**src/rtl/ahb_lite_master_if.sv**
```systemverilog
// AHB-Lite bus between one initiator and one responder.
interface ahb_lite_master_if #(
    parameter int ADDR_WIDTH = 32,
    parameter int DATA_WIDTH = 32
);
    logic [ADDR_WIDTH-1:0] HADDR;
    logic                  HWRITE;
    logic [2:0]            HSIZE;
    logic [2:0]            HBURST;
    logic [1:0]            HTRANS;
    logic [3:0]            HPROT;
    logic                  HMASTLOCK;
    logic [DATA_WIDTH-1:0] HWDATA;
    logic [DATA_WIDTH-1:0] HRDATA;
    logic                  HREADY;
    logic                  HRESP;

    modport master (
        output HADDR, HWRITE, HSIZE, HBURST, HTRANS, HPROT, HMASTLOCK, HWDATA,
        input  HRDATA, HREADY, HRESP
    );

    modport slave (
        input  HADDR, HWRITE, HSIZE, HBURST, HTRANS, HPROT, HMASTLOCK, HWDATA,
        output HRDATA, HREADY, HRESP
    );
endinterface

```
**src/rtl/ahb_lite_master.sv**
```systemverilog
// AHB-Lite initiator: turns single commands into SINGLE / INCRx bursts,
// pipelines address and data phases and reports one response per command.
module ahb_lite_master #(
    parameter int ADDR_WIDTH = 32,
    parameter int DATA_WIDTH = 32,
    parameter int LEN_WIDTH  = 4
) (
    input  logic                  HCLK,
    input  logic                  HRESET,
    input  logic                  cmd_valid,
    output logic                  cmd_ready,
    input  logic [ADDR_WIDTH-1:0] cmd_addr,
    input  logic                  cmd_write,
    input  logic [2:0]            cmd_size,
    input  logic [LEN_WIDTH-1:0]  cmd_len,
    input  logic [DATA_WIDTH-1:0] wr_data,
    output logic                  wr_ready,
    output logic [DATA_WIDTH-1:0] rd_data,
    output logic                  rd_valid,
    output logic                  rsp_valid,
    output logic                  rsp_err,
    ahb_lite_master_if.master     bus
);

    localparam int MAX_SIZE = $clog2(DATA_WIDTH / 8);

    localparam logic [2:0] HBURST_SINGLE = 3'b000;
    localparam logic [2:0] HBURST_INCR   = 3'b001;
    localparam logic [2:0] HBURST_INCR4  = 3'b011;
    localparam logic [2:0] HBURST_INCR8  = 3'b101;
    localparam logic [2:0] HBURST_INCR16 = 3'b111;

    typedef enum logic [1:0] {
        HTRANS_IDLE   = 2'b00,
        HTRANS_BUSY   = 2'b01,
        HTRANS_NONSEQ = 2'b10,
        HTRANS_SEQ    = 2'b11
    } htrans_t;

    typedef enum logic [2:0] {
        S_IDLE,
        S_ADDR,
        S_WAIT_LAST,
        S_ERR,
        S_DONE
    } state_t;

    state_t                r_state;
    state_t                w_state_next;

    logic [ADDR_WIDTH-1:0] r_addr;
    logic                  r_write;
    logic [2:0]            r_size;
    logic [2:0]            r_burst;
    logic [LEN_WIDTH-1:0]  r_beats_left;   // address phases still to issue after the current one
    logic                  r_nonseq;       // current address beat starts a new sequence
    logic                  r_reject;
    logic                  r_err;
    logic                  r_dphase;       // a data phase is in progress on the bus
    logic [DATA_WIDTH-1:0] r_hwdata;
    logic [DATA_WIDTH-1:0] r_rd_data;
    logic                  r_rd_valid;

    logic [ADDR_WIDTH-1:0] w_last_addr;
    logic [ADDR_WIDTH-1:0] w_addr_next;
    logic                  w_cross_1k;
    logic                  w_reject;
    logic [2:0]            w_burst;
    htrans_t               w_htrans;
    logic                  w_cmd_accept;
    logic                  w_addr_accept;
    logic                  w_beat_done;
    logic                  w_set_err;
    logic                  w_data_err;

    // Decode an incoming command: legality, 1KB crossing and burst encoding.
    always_comb begin
        w_last_addr = cmd_addr + (ADDR_WIDTH'(cmd_len) << cmd_size);
        w_cross_1k  = (w_last_addr[ADDR_WIDTH-1:10] != cmd_addr[ADDR_WIDTH-1:10]);
        w_reject    = (cmd_size > 3'(MAX_SIZE)) ||
                      ((cmd_addr & ((ADDR_WIDTH'(1) << cmd_size) - ADDR_WIDTH'(1))) != '0);
        if (w_cross_1k) begin
            w_burst = HBURST_INCR;
        end else begin
            case (32'(cmd_len))
                0:       w_burst = HBURST_SINGLE;
                3:       w_burst = HBURST_INCR4;
                7:       w_burst = HBURST_INCR8;
                15:      w_burst = HBURST_INCR16;
                default: w_burst = HBURST_INCR;
            endcase
        end
    end

    assign w_addr_next = r_addr + (ADDR_WIDTH'(1) << r_size);
    assign w_data_err  = r_dphase && bus.HRESP;

    // Next-state and handshake decode; address beats advance only on HREADY.
    always_comb begin
        // NOTE: every output gets a default first so no path through the case infers a latch.
        w_state_next  = r_state;
        w_cmd_accept  = 1'b0;
        w_addr_accept = 1'b0;
        w_beat_done   = 1'b0;
        w_set_err     = 1'b0;
        w_htrans      = HTRANS_IDLE;
        cmd_ready     = 1'b0;
        wr_ready      = 1'b0;
        rsp_valid     = 1'b0;
        rsp_err       = 1'b0;
        case (r_state)
            S_IDLE: begin
                cmd_ready = 1'b1;
                if (cmd_valid) begin
                    w_cmd_accept = 1'b1;
                    w_state_next = S_ADDR;
                end
            end
            S_ADDR: begin
                if (r_reject) begin
                    // Illegal command: respond with an error, never touch the bus.
                    w_set_err    = 1'b1;
                    w_state_next = S_DONE;
                end else begin
                    w_htrans = r_nonseq ? HTRANS_NONSEQ : HTRANS_SEQ;
                    if (w_data_err) begin
                        // HRESP with HREADY low is the first ERROR cycle; with HREADY high
                        // the slave skipped it, so finish immediately.
                        w_set_err    = bus.HREADY;
                        w_state_next = bus.HREADY ? S_DONE : S_ERR;
                    end else if (bus.HREADY) begin
                        w_addr_accept = 1'b1;
                        w_beat_done   = r_dphase;
                        wr_ready      = r_write;
                        if (r_beats_left == '0) begin
                            w_state_next = S_WAIT_LAST;
                        end
                    end
                end
            end
            S_WAIT_LAST: begin
                if (w_data_err) begin
                    w_set_err    = bus.HREADY;
                    w_state_next = bus.HREADY ? S_DONE : S_ERR;
                end else if (bus.HREADY) begin
                    w_beat_done  = 1'b1;
                    w_state_next = S_DONE;
                end
            end
            S_ERR: begin
                if (bus.HREADY) begin
                    w_set_err    = 1'b1;
                    w_state_next = S_DONE;
                end
            end
            S_DONE: begin
                rsp_valid    = 1'b1;
                rsp_err      = r_err;
                w_state_next = S_IDLE;
            end
            default: w_state_next = S_IDLE;
        endcase
    end

    // State register; reset abandons any outstanding transfer.
    always_ff @(posedge HCLK or posedge HRESET) begin
        if (HRESET) begin
            r_state <= S_IDLE;
        end else begin
            // NOTE: non-blocking so every register samples pre-edge values regardless of block order.
            r_state <= w_state_next;
        end
    end

    // Command latch, address sequencing, write/read data registers.
    always_ff @(posedge HCLK or posedge HRESET) begin
        if (HRESET) begin
            r_addr       <= '0;
            r_write      <= 1'b0;
            r_size       <= '0;
            r_burst      <= '0;
            r_beats_left <= '0;
            r_nonseq     <= 1'b0;
            r_reject     <= 1'b0;
            r_err        <= 1'b0;
            r_dphase     <= 1'b0;
            r_hwdata     <= '0;
            r_rd_data    <= '0;
            r_rd_valid   <= 1'b0;
        end else begin
            r_rd_valid <= 1'b0;
            if (w_cmd_accept) begin
                r_addr       <= cmd_addr;
                r_write      <= cmd_write;
                r_size       <= cmd_size;
                r_burst      <= w_burst;
                r_beats_left <= cmd_len;
                r_nonseq     <= 1'b1;
                r_reject     <= w_reject;
                r_err        <= 1'b0;
            end
            if (w_addr_accept) begin
                r_addr       <= w_addr_next;
                r_beats_left <= r_beats_left - LEN_WIDTH'(1);
                // A beat landing on a 1KB boundary must restart the sequence.
                r_nonseq     <= (w_addr_next[9:0] == 10'd0);
                if (r_write) begin
                    r_hwdata <= wr_data;
                end
            end
            // Each HREADY edge closes the current data phase and opens the next one, if any.
            if (bus.HREADY) begin
                r_dphase <= w_addr_accept;
            end
            if (w_beat_done && !r_write) begin
                r_rd_data  <= bus.HRDATA;
                r_rd_valid <= 1'b1;
            end
            if (w_set_err) begin
                r_err <= 1'b1;
            end
        end
    end

    assign bus.HADDR     = r_addr;
    assign bus.HWRITE    = r_write;
    assign bus.HSIZE     = r_size;
    assign bus.HBURST    = r_burst;
    assign bus.HTRANS    = w_htrans;
    assign bus.HPROT     = 4'b0011;
    assign bus.HMASTLOCK = 1'b0;
    assign bus.HWDATA    = r_hwdata;
    assign rd_data       = r_rd_data;
    assign rd_valid      = r_rd_valid;

endmodule

```
**src/flat_wrapper.sv**
```systemverilog
// flat-port wrapper written by rule: the top's interface ports become plain ports
module ahb_lite_master_flat 
#(
    parameter int ADDR_WIDTH = 32,
    parameter int DATA_WIDTH = 32,
    parameter int LEN_WIDTH  = 4
)
  (HCLK, HRESET, cmd_valid, cmd_ready, cmd_addr, cmd_write, cmd_size, cmd_len, wr_data, wr_ready, rd_data, rd_valid, rsp_valid, rsp_err, bus_HADDR, bus_HWRITE, bus_HSIZE, bus_HBURST, bus_HTRANS, bus_HPROT, bus_HMASTLOCK, bus_HWDATA, bus_HRDATA, bus_HREADY, bus_HRESP);
  ahb_lite_master_if #(.ADDR_WIDTH(ADDR_WIDTH), .DATA_WIDTH(DATA_WIDTH)) bus_i ();
  input  logic HCLK;
  input  logic HRESET;
  input  logic cmd_valid;
  output logic cmd_ready;
  input  logic [ADDR_WIDTH-1:0] cmd_addr;
  input  logic cmd_write;
  input  logic [2:0] cmd_size;
  input  logic [LEN_WIDTH-1:0] cmd_len;
  input  logic [DATA_WIDTH-1:0] wr_data;
  output logic wr_ready;
  output logic [DATA_WIDTH-1:0] rd_data;
  output logic rd_valid;
  output logic rsp_valid;
  output logic rsp_err;
  output wire logic [$bits(bus_i.HADDR)-1:0] bus_HADDR;
  output wire logic [$bits(bus_i.HWRITE)-1:0] bus_HWRITE;
  output wire logic [$bits(bus_i.HSIZE)-1:0] bus_HSIZE;
  output wire logic [$bits(bus_i.HBURST)-1:0] bus_HBURST;
  output wire logic [$bits(bus_i.HTRANS)-1:0] bus_HTRANS;
  output wire logic [$bits(bus_i.HPROT)-1:0] bus_HPROT;
  output wire logic [$bits(bus_i.HMASTLOCK)-1:0] bus_HMASTLOCK;
  output wire logic [$bits(bus_i.HWDATA)-1:0] bus_HWDATA;
  input wire logic [$bits(bus_i.HRDATA)-1:0] bus_HRDATA;
  input wire logic [$bits(bus_i.HREADY)-1:0] bus_HREADY;
  input wire logic [$bits(bus_i.HRESP)-1:0] bus_HRESP;
  assign bus_HADDR = bus_i.HADDR;
  assign bus_HWRITE = bus_i.HWRITE;
  assign bus_HSIZE = bus_i.HSIZE;
  assign bus_HBURST = bus_i.HBURST;
  assign bus_HTRANS = bus_i.HTRANS;
  assign bus_HPROT = bus_i.HPROT;
  assign bus_HMASTLOCK = bus_i.HMASTLOCK;
  assign bus_HWDATA = bus_i.HWDATA;
  assign bus_i.HRDATA = bus_HRDATA;
  assign bus_i.HREADY = bus_HREADY;
  assign bus_i.HRESP = bus_HRESP;
  ahb_lite_master #(.ADDR_WIDTH(ADDR_WIDTH), .DATA_WIDTH(DATA_WIDTH), .LEN_WIDTH(LEN_WIDTH)) u_core (.HCLK(HCLK), .HRESET(HRESET), .cmd_valid(cmd_valid), .cmd_ready(cmd_ready), .cmd_addr(cmd_addr), .cmd_write(cmd_write), .cmd_size(cmd_size), .cmd_len(cmd_len), .wr_data(wr_data), .wr_ready(wr_ready), .rd_data(rd_data), .rd_valid(rd_valid), .rsp_valid(rsp_valid), .rsp_err(rsp_err), .bus(bus_i));
endmodule
```
**config.mk**
```make
export PLATFORM = sky130hd
export DESIGN_NAME = ahb_lite_master_flat
export DESIGN_NICKNAME = d
export VERILOG_FILES = /design/src/rtl/ahb_lite_master_if.sv /design/src/rtl/ahb_lite_master.sv /design/src/flat_wrapper.sv
export SDC_FILE = /design/constraint.sdc
export NUM_CORES = 1
export LEC_CHECK = 0
export ABC_AREA = 0
export CAP_MARGIN = 10
export CORE_ASPECT_RATIO = 0.5
export CORE_MARGIN = 2
export CORE_UTILIZATION = 41
export DETAILED_ROUTE_END_ITERATION = 8
export HOLD_SLACK_MARGIN = 0.08
export PLACE_DENSITY = 0.77
export SETUP_SLACK_MARGIN = 0.2
export SYNTH_ARGS = -nofsm -noshare
export SYNTH_HDL_FRONTEND = slang
export SYNTH_SLANG_ARGS = --single-unit
```
**constraint.sdc**
```tcl
create_clock -name HCLK -period 3.6 [get_ports HCLK]
set_clock_uncertainty 0.1 [all_clocks]
set_input_delay 0.72 -clock HCLK [delete_from_list [all_inputs] [get_ports HCLK]]
set_output_delay 0.72 -clock HCLK [all_outputs]
set_load 0.005 [all_outputs]
```
## Word-level counts from Yosys, hierarchy flattened

Cells that the tools add are included.

- $add $sub $neg: 4
- Magnitude comparators: 1
- Eq/ne operators: 11
- Shift operators: 3
- Multiplexer cells: 43
- Bitwise gates (word level): 1
- Reduce and logical (&&, ||, !) cells: 13

Operator list:

| operator | count |
|---|---|
| $add A32 B32 Y32 | 2 |
| $mux W32 | 2 |
| $shl A1 B3 Y32 const A | 2 |
| $and A32 B32 Y32 | 1 |
| $reduce_bool A32 Y1 | 1 |
| $shl A4 B3 Y32 | 1 |
| $sub A32 B1 Y32 const B | 1 |
| $mux W3 | 9 |
| $mux W1 | 24 |
| $pmux W3 S4 | 2 |
| $ne A22 B22 Y1 | 1 |
| $logic_not A10 Y1 | 1 |
| $logic_not A4 Y1 | 2 |
| $mux W4 | 2 |
| $eq A3 B2 Y1 const B | 2 |
| $eq A4 B2 Y1 const B | 1 |
| $eq A4 B3 Y1 const B | 1 |
| $eq A4 B4 Y1 const B | 1 |
| $mux W2 | 2 |
| $ne A4 B1 Y1 const B | 1 |
| $ne A4 B2 Y1 const B | 1 |
| $reduce_bool A2 Y1 | 2 |
| $sub A4 B1 Y4 const B | 1 |
| $eq A3 B1 Y1 const B | 1 |
| other kinds (11) | 12 |

- Bits in registers: 115
- Bits of input ports: 109
- Output and inout port bits: 115

## Logic depth before layout (Yosys ltp)

Gate-level depths: netlist of the first run.

- Depth after elaboration: 6
- Mapped depth: 13
- Gate-level depth less buffers: 12

## Worst setup path before layout of the first run

Ideal clock, no wire load.

- Kind: in2reg
- Start point: input port cmd_size[0]
- End point: register u_core.r_burst[0] (netlist: u_core.bus.HBURST[0])
- Arrival time: 3020 ps
- Data required time: 3379 ps
- Setup slack: 359 ps
- Stages on the path: 11
- Path buffers: 1
- Cells stage by stage: clkbuf_1 mux2_2 o21ai_0 nor2_1 ha_1 nand2_1 o31ai_1 a31oi_1 o21ai_0 mux2_2 o22a_1

- Word-level cells in the longest chain between the ends: 4

Ends and longest elaborated chain:

| item | RTL line | source |
|---|---|---|
| start: declaration | flat_wrapper.sv:16 | `input logic [2:0] cmd_size;` |
| $shl A4 B3 Y32 | ahb_lite_master.sv:78 | `w_last_addr = cmd_addr + (ADDR_WIDTH'(cmd_len) << cmd_size);` |
| $add A32 B32 Y32 | ahb_lite_master.sv:78 |  |
| $ne A22 B22 Y1 | ahb_lite_master.sv:79 | `w_cross_1k = (w_last_addr[ADDR_WIDTH-1:10] != cmd_addr[ADDR_WIDTH-1:10]);` |
| $mux W3 | ahb_lite_master.sv:82 | `if (w_cross_1k) begin` |
| end signal: assignment | ahb_lite_master.sv:196 | `r_burst <= w_burst;` |
| end: declaration | ahb_lite_master.sv:54 | `logic [2:0] r_burst;` |

Every way passes these cells.
A chain may end at the register's enable or synchronous reset.

## Worst setup path in the final report of the first run

- Start point: input port cmd_len[3]
- End point: register u_core.r_burst[0] (netlist: u_core.bus.HBURST[0])

- Word-level cells in the longest chain between the ends: 4

Ends and longest elaborated chain:

| item | RTL line | source |
|---|---|---|
| start: declaration | flat_wrapper.sv:17 | `input logic [LEN_WIDTH-1:0] cmd_len;` |
| $shl A4 B3 Y32 | ahb_lite_master.sv:78 |  |
| $add A32 B32 Y32 | ahb_lite_master.sv:78 |  |
| $ne A22 B22 Y1 | ahb_lite_master.sv:79 |  |
| $mux W3 (*) | ahb_lite_master.sv:82 |  |

Mark *: on every way between the ends. The rest lies on a longest branch, timed or not.

==> results of run 1 <==
[worst reg2reg max path: cells and delay by family, from the launching register on]
kind            cells  cell delay (ns)
compound gates      4             1.21
flops               1             0.51
fa+ha+maj           1             0.22
simple gates        3             0.92
[layer usage]
metal | global-route usage | vias to the layer above
met5 | 0 | -
met2 | 0.393 | 201
li1 | - | 2834
met4 | 0.0697 | 0
met3 | 0.0419 | 27
met1 | 0.295 | 2947
[synthesized netlist by cell type (5+ instances only)]
library cell	n	area, um^2
o21a_1	5	37.5
a21oi_1	30	150
clkbuf_1	23	86.3
dfrtp_1	115	2880
buf_1	7	26.3
o21ai_0	19	95.1
nor2_1	37	139
nor3_1	14	70.1
a311oi_1	9	78.8
nor3b_1	6	45.0
and2_1	10	62.6
o211ai_1	7	52.6
and3_1	10	62.6
buf_4	5	37.5
mux2_2	35	394
buf_2	8	40.0
o22ai_1	9	56.3
ha_1	20	250
nand4_1	7	43.8
inv_1	19	71.3
xnor2_1	7	61.3
a211oi_1	10	75.1
nand2_1	167	627
nand3_1	19	95.1
a31oi_1	11	68.8
[cell families (layout without fill, tap and decap cells)]
| group | after synthesis | after routing |
|---|---|---|
| AOI/OAI and AO/OA | 131 | 131 |
| muxes | 38 | 38 |
| and+or+nand+nor | 298 | 298 |
| DFF | 115 | 115 |
| buffers and inverters | 63 | 294 |
| xor gates and xnor gates | 8 | 8 |
| other | 2 | 5 |
| adders and majority gates | 21 | 21 |
[registers in the layout, indices dropped and copies added (netlist names)]
signal	cells
u_core.bus.HSIZE	3
u_core.rd_valid	1
u_core.r_beats_left	4
u_core.r_reject	1
u_core.r_dphase	1
u_core.rd_data	32
u_core.r_state	3
u_core.bus.HBURST	3
u_core.bus.HADDR	32
u_core.r_nonseq	1
u_core.bus.HWRITE	1
u_core.bus.HWDATA	32
u_core.r_err	1
[through the flow]
stage | hold WS, ns | instances | setup slack (ns) | setup TNS (ns) | total power, W
after global placement | 0.357 | 1077 | -0.160 | -0.342 | 0.00545
after CTS | 0.375 | 1108 | 0.347 | 0 | 0.00748
final | 0.370 | 1108 | 0.386 | 0 | 0.00745
after detailed placement | 0.361 | 1077 | -0.294 | -0.777 | 0.00555
after global routing | 0.395 | 1108 | 0.226 | 0 | 0.00792
after floorplan | 0.355 | 679 | 0.359 | 0 | 0.00384
[worst max-delay path by stage]
stage                start              endpoint  depth (start not counted)  slack [ns]
2_1_floorplan  cmd_size[0]  u_core.bus.HBURST[0]                         11        0.36
3_3_place_gp   cmd_size[0]  u_core.bus.HBURST[0]                         11       -0.16
3_5_place_dp   cmd_size[0]  u_core.bus.HBURST[0]                         11       -0.29
4_1_cts         cmd_len[3]  u_core.bus.HBURST[0]                         11        0.35
5_1_grt         cmd_len[3]  u_core.bus.HBURST[0]                         11        0.23
6_report        cmd_len[3]  u_core.bus.HBURST[0]                         11        0.39
[cell usage in the layout (no fill, tap or decap), drive strengths merged, types with 4 or more instances in the layout]
cell,instances
a211oi,11
a21oi,30
a311oi,9
a31oi,11
and2,10
and3,10
buf,26
bufinv,5
clkbuf,19
clkdlybuf4s50,216
clkinv,4
conb,5
dfrtp,115
ha,20
inv,20
mux2,35
nand2,167
nand3,20
nand4,7
nor2,37
nor2b,4
nor3,15
nor3b,7
o211ai,7
o21a,5
o21ai,19
o22ai,9
o311ai,5
or3,4
xnor2,7
[power by group through the flow]
| stage | registers [W] | clock network, W | logic [W] |
|---|---|---|---|
| final | 0.00243 | 0.00189 | 0.00313 |
| after global placement | 0.00241 | 0 | 0.00304 |
| after floorplan | 0.00234 | 0 | 0.00150 |
| after global routing | 0.00251 | 0.00198 | 0.00343 |
| after detailed placement | 0.00243 | 0 | 0.00312 |
| after CTS | 0.00242 | 0.00191 | 0.00315 |
[timing repair]
item | 4_1_cts | 5_1_grt
hold endpoints to repair | 0 | 0
resized for setup | 1 | 3
setup endpoints to repair | 3 | 3
buffers inserted | 0 | 0
cloned | 0 | 0
[final cells by class]
class	instances	area (um^2)	area share
repair buffers	244	2390	0.257
clock buffers	19	453	0.0486
inverters	19	75.1	0.00806
multi-input cells	501	3060	0.329
clock inverters	12	203	0.0218
flip-flops and latches	115	2880	0.309
well taps	198	248	0.0266
==> reports/qor.yml, run 1 <==
layout:
  diodes: 0
  num-nets-final: 1028
  utilization: 0.637
  fill_cells: 1176
  layout-drive-gt1-share: 0.114
  area_growth_pct: 50.1
  final_area_um2: 9310
place:
  gp_congestion: 0.849
  dpl_cell_area_um2: 8650
  io_buffer_count: 218
  place_hpwl_mm: 13.3
power:
  power.internal_w: 0.00495
  p_seq_frac: 0.326
  ir_worst_vdd_mv: 0.415
  p_leak_nw: 4.14
  clkPwrFrac: 0.253
  p_per_area_nw_per_um2: 800
  p_sw_w: 0.00250
  sw_frac_of_total: 0.336
  comb_power_share: 0.421
die:
  dieArea_um2: 16200
  io_pins: 224
  die_y_um: 91.0
  start_util: 0.424
  rows: 31
  die_w_um: 178
  coreArea_um2: 14600
status:
  status: "finished, final reports clean"
route:
  wl_met2_mm: 9.29
  wl_met1_mm: 7.91
  wirelength_mm: 18.6
  wl_met3_mm: 1.08
  drc: 0
  vias: 6009
  ant_nets: 0
  top_layer: "met4"
  drt-pass1-iter-count: 5
  drt_iter0_markers: 450
  wire_per_inst_um: 16.7
  avgViaCountPerCell: 5.42
clock_network:
  tritoncts: "yes"
  cts.sinks: 115
  clk_latency_ns: 0.41
  cts-root-buf: "clkbuf_16"
  ctsHtreeMaxLevel: 4
  cts_made_buffers: 17
  path_clk_slew_ns: 0.06
  clockBufferDepth: 2
  cts_hold_buf: 0
global_route:
  antenna_found_initial: 0
  grt_pass1_wl_mm: 29.6
  grt-ovfl-total: 0
  grt_usage: 0.229
  grt_max_degree: 116
  first_global_vias: 5781
logic_synthesis:
  synth-edff-count: 0
  synth_ff_type: "dfrtp_1"
  syn-cell-area_um2: 6200
  ys_ff_latch: 115
  ys_types: 67
  synth_top_family_by_area: "simple AND/OR/NAND/NOR gates"
  synth_cells: 676
  avgSynthCellArea_um2: 9.17
  synth_compound_area_frac: 0.143
  yosys_warnings: 0
  synth_xor_area_frac: 0.0113
  synth.area.mux_share: 0.0684
  async_reset_ff_frac: 1.00
  synth-seq-area-share: 0.464
  synthSimpleGateAreaFrac: 0.224
  synth-adder-area-share: 0.0436
worst_setup_path:
  cp_data_required_time_ns: 3.79
  cpPeakStageDelay_ns: 0.50
  reg2reg_depth: 8
  reg2reg_from: "u_core.bus.HSIZE[0]"
  cp_slowest_cell: "clkdlybuf4s50_1"
  rrSetupSlack_ns: 0.55
  cpLargestDelayFamily: "compound AO/OA/AOI/OAI gates"
  path_class: "input port to flip-flop"
  r2r_end: "u_core.bus.HADDR[23]"
  arrival_ns: 3.40
  cpMostUsedCell: "mux2_2"
  crit_path_start_kind: "input port"
  crit_fanout: 3
  path_cells: "clkdlybuf4s50_1 -> mux2_2 -> o21ai_1 -> nor2_1 -> ha_1 -> nand2_1 -> o31ai_1 -> a31oi_1 -> o21ai_0 -> mux2_2 -> o22a_1"
  path_buf_inv: 1
  end_kind: "flip-flop"
min_path:
  hold_path_depth: 2
  hold_class: "flip-flop to flip-flop"
  hold_end: "u_core.rd_data[22]"
  holdCritStartpoint: "u_core.rd_data[22]"
timing:
  rsz0062_at_grt: "false"
  relSlewSlack: 0.556
  period_share: 0.893
  clock.fmax_mhz: 311
  worst_pin_slew_ns: 0.665
  fin_crit_ns: 3.21
  setup_viol: 0
  report.final.slew_viol_count: 0
  hold_violations: 0
run:
  drv_cap: 0
No activity file was read; power rests on OpenSTA's default activity.
==> run 2, diff against run 1 <==
--- a/config.mk
+++ b/config.mk
@@ -9,10 +9,10 @@
 export CAP_MARGIN = 10
 export CORE_ASPECT_RATIO = 0.5
 export CORE_MARGIN = 2
-export CORE_UTILIZATION = 41
+export CORE_UTILIZATION = 49
 export DETAILED_ROUTE_END_ITERATION = 8
 export HOLD_SLACK_MARGIN = 0.08
-export PLACE_DENSITY = 0.77
+export PLACE_DENSITY = 0.87
 export SETUP_SLACK_MARGIN = 0.2
 export SYNTH_ARGS = -nofsm -noshare
 export SYNTH_HDL_FRONTEND = slang
==> constraint.sdc (replaced) <==
create_clock -name HCLK -period 4 [get_ports HCLK]
set_clock_uncertainty 0.1 [all_clocks]
set_input_delay 0.8 -clock HCLK [delete_from_list [all_inputs] [get_ports HCLK]]
set_output_delay 0.8 -clock HCLK [all_outputs]
set_load 0.005 [all_outputs]
==> run 2 against run 1 <==
- sequential power shrank 9.5%
- non-clock buffer count shrank 11
- critical endpoint unchanged
- via count grew 0.60%
- highest routed layer unchanged
- worst setup slack gained 0.17 ns
- flip-flop and latch count is the same
==> reports/qor.yml, run 2 (synthesis gave the netlist of run 1 again) <==
route:
  drt-pass1-iter-count: 5  # unchanged
  wire_per_inst_um: 17.3  # was 16.7 um
  vias: 6045  # was 6009
  avgViaCountPerCell: 5.68  # was 5.42
  drt_iter0_markers: 438  # was 450
  drc: 0  # unchanged
  ant_nets: 0  # unchanged
  wirelength_mm: 18.4  # was 18.6 mm
layout:
  mostFrequentLayoutCells: "clkdlybuf4s50_1 (218), nand2_1 (167), dfrtp_1 (115), nor2_1 (37), mux2_2 (35)"  # was clkdlybuf4s50_1 (216), nand2_1 (167), dfrtp_1 (115), nor2_1 (37), mux2_2 (35)
  layout-drive-gt1-share: 0.103  # was 0.114
  num-nets-final: 1017  # was 1028
  final_area_um2: 9160  # was 9310 um^2
  diodes: 0  # unchanged
  final_common_cell: "clkdlybuf4s50_1"  # unchanged
  utilization: 0.758  # was 0.637
  area_growth_pct: 47.7  # was 50.1%
global_route:
  first_global_vias: 5990  # was 5781
  grt_pass1_wl_mm: 29.9  # was 29.6 mm
  grt_usage: 0.272  # was 0.229
  grt-ovfl-total: 0  # unchanged
  grt_max_degree: 39  # was 116
  antenna_found_initial: 0  # unchanged
power:
  p_per_area_nw_per_um2: 725  # was 800 nW/um^2
  total_power_w: 0.00664  # was 0.00745 W
  ir_worst_vdd_mv: 0.325  # was 0.415 mV
  p_leak_nw: 4.06  # was 4.14 nW
clock_network:
  path_clk_slew_ns: 0.06  # about the same
  clockBufferDepth: 2  # unchanged
  post_cts_resized: 0  # was 1
  clk_latency_ns: 0.40  # was 0.41 ns
  tritoncts: "yes"  # unchanged
  cts-root-buf: "clkbuf_16"  # unchanged
  cts_made_buffers: 17  # unchanged
  ctsHtreeMaxLevel: 4  # unchanged
  cts_hold_buf: 0  # unchanged
  cts.sinks: 115  # unchanged
  post_cts_buffers: 0  # unchanged
place:
  io_buffer_count: 218  # unchanged
  gp_congestion: 0.900  # was 0.849
  place_hpwl_mm: 13.3  # about the same
  dpl_cell_area_um2: 8530  # was 8650 um^2
worst_setup_path:
  crit_start: "cmd_size[0]"  # was cmd_len[3]
  reg2reg_from: "u_core.bus.HSIZE[2]"  # was u_core.bus.HSIZE[0]
  cp_data_required_time_ns: 4.19  # was 3.79 ns
  crit_fanout: 4  # was 3
  end_kind: "flip-flop"  # unchanged
  arrival_ns: 3.63  # was 3.40 ns
  crit_path_start_kind: "input port"  # unchanged
  path_class: "input port to flip-flop"  # unchanged
min_path:
  holdCritStartpoint: "u_core.rd_data[14]"  # was u_core.rd_data[22]
  hold_class: "flip-flop to flip-flop"  # unchanged
timing:
  tns_ns: 0  # unchanged
  relSlewSlack: 0.515  # was 0.556
  clock.fmax_mhz: 291
  hold_violations: 0  # unchanged
  setup_viol: 0  # unchanged
  worst_pin_slew_ns: 0.725  # was 0.665 ns
  hold_ws_ns: 0.370  # about the same
  rsz0062_at_grt: "false"  # unchanged
  fin_crit_ns: 3.44
  report.final.slew_viol_count: 0  # unchanged
  period_share: 0.860
die:
  dieArea_um2: 13600  # was 16200 um^2
  coreArea_um2: 12100  # was 14600 um^2
  rows: 28  # was 31
  die_y_um: 83.6  # was 91.0 um
  start_util: 0.513  # was 0.424
  io_pins: 224  # unchanged
  die_w_um: 163  # was 178 um
run:
  drv_cap: 0  # unchanged
status:
  status: "finished, final reports clean"  # unchanged
[run 2: changes by cell type in the layout (fill, tap and decap cells not counted), sizes merged]
cell           change
clkdlybuf4s50      +2
dlymetal6s2s       -1
buf               -11
dlygate4sd2        -1
bufinv             -1
clkbuf             -2
clkinv             +2
inv                +1
[run 2: power by group]
part           internal (W)  total (W)  switching (W)
sequential          0.00170    0.00220       0.000492
clock               0.00105    0.00163       0.000580
combinational       0.00159    0.00281        0.00122
total               0.00434    0.00664        0.00229
[run 2: layer usage]
metal | global-route usage | up-vias | share of wire
met5 | 0 | - | 0
met4 | 0.105 | 0 | 0.026
met3 | 0.0601 | 47 | 0.065
met2 | 0.465 | 247 | 0.49
met1 | 0.337 | 2936 | 0.42
li1 | - | 2815 | -
[run 2: final timing paths]
kind	cells after the start	slack (ns)	end
max reg2reg	8	0.98	u_core.bus.HADDR[25]
max in group asynchronous	3	2.14	u_core.r_reject
min in group asynchronous	2	0.76	u_core.bus.HWDATA[1]
max	11	0.56	u_core.bus.HBURST[0]
min	2	0.37	u_core.rd_data[14]
min reg2reg	2	0.37	u_core.rd_data[14]
[run 2: stage by stage]
| step | setup WS [ns] | cells |
|---|---|---|
| 6_report | 0.560 | 1064 |
| 2_1_floorplan | 0.679 | 679 |
| 3_3_place_gp | 0.218 | 1033 |
| 5_1_grt | 0.255 | 1064 |
| 4_1_cts | 0.585 | 1064 |
| 3_5_place_dp | 0.171 | 1033 |
[run 2: critical path, cell delays in order]
cell	delay, ns
clkdlybuf4s50_1	0.55
mux2_2	0.38
o21ai_0	0.22
nor2_1	0.08
ha_1	0.33
nand2_1	0.06
o31ai_1	0.30
a31oi_1	0.16
o21ai_0	0.20
mux2_2	0.38
o22a_1	0.18
[run 2: area by class of cell]
class / count / area [um^2]
flip-flops and latches: 115 / 2880
repair buffers: 233 / 2310
clock buffers: 17 / 425
well taps: 165 / 206
clock inverters: 14 / 205
multi-input cells: 501 / 3060
inverters: 19 / 75.1
fillers: 856 / 2930
==> run 3, diff against run 2 <==
--- a/config.mk
+++ b/config.mk
@@ -14,6 +14,7 @@
 export HOLD_SLACK_MARGIN = 0.08
 export PLACE_DENSITY = 0.87
 export SETUP_SLACK_MARGIN = 0.2
+export SKIP_CTS_REPAIR_TIMING = 1
 export SYNTH_ARGS = -nofsm -noshare
 export SYNTH_HDL_FRONTEND = slang
 export SYNTH_SLANG_ARGS = --single-unit
==> results of run 3 <==
The final DEF is identical to that of run 2; final timing and power are the same.
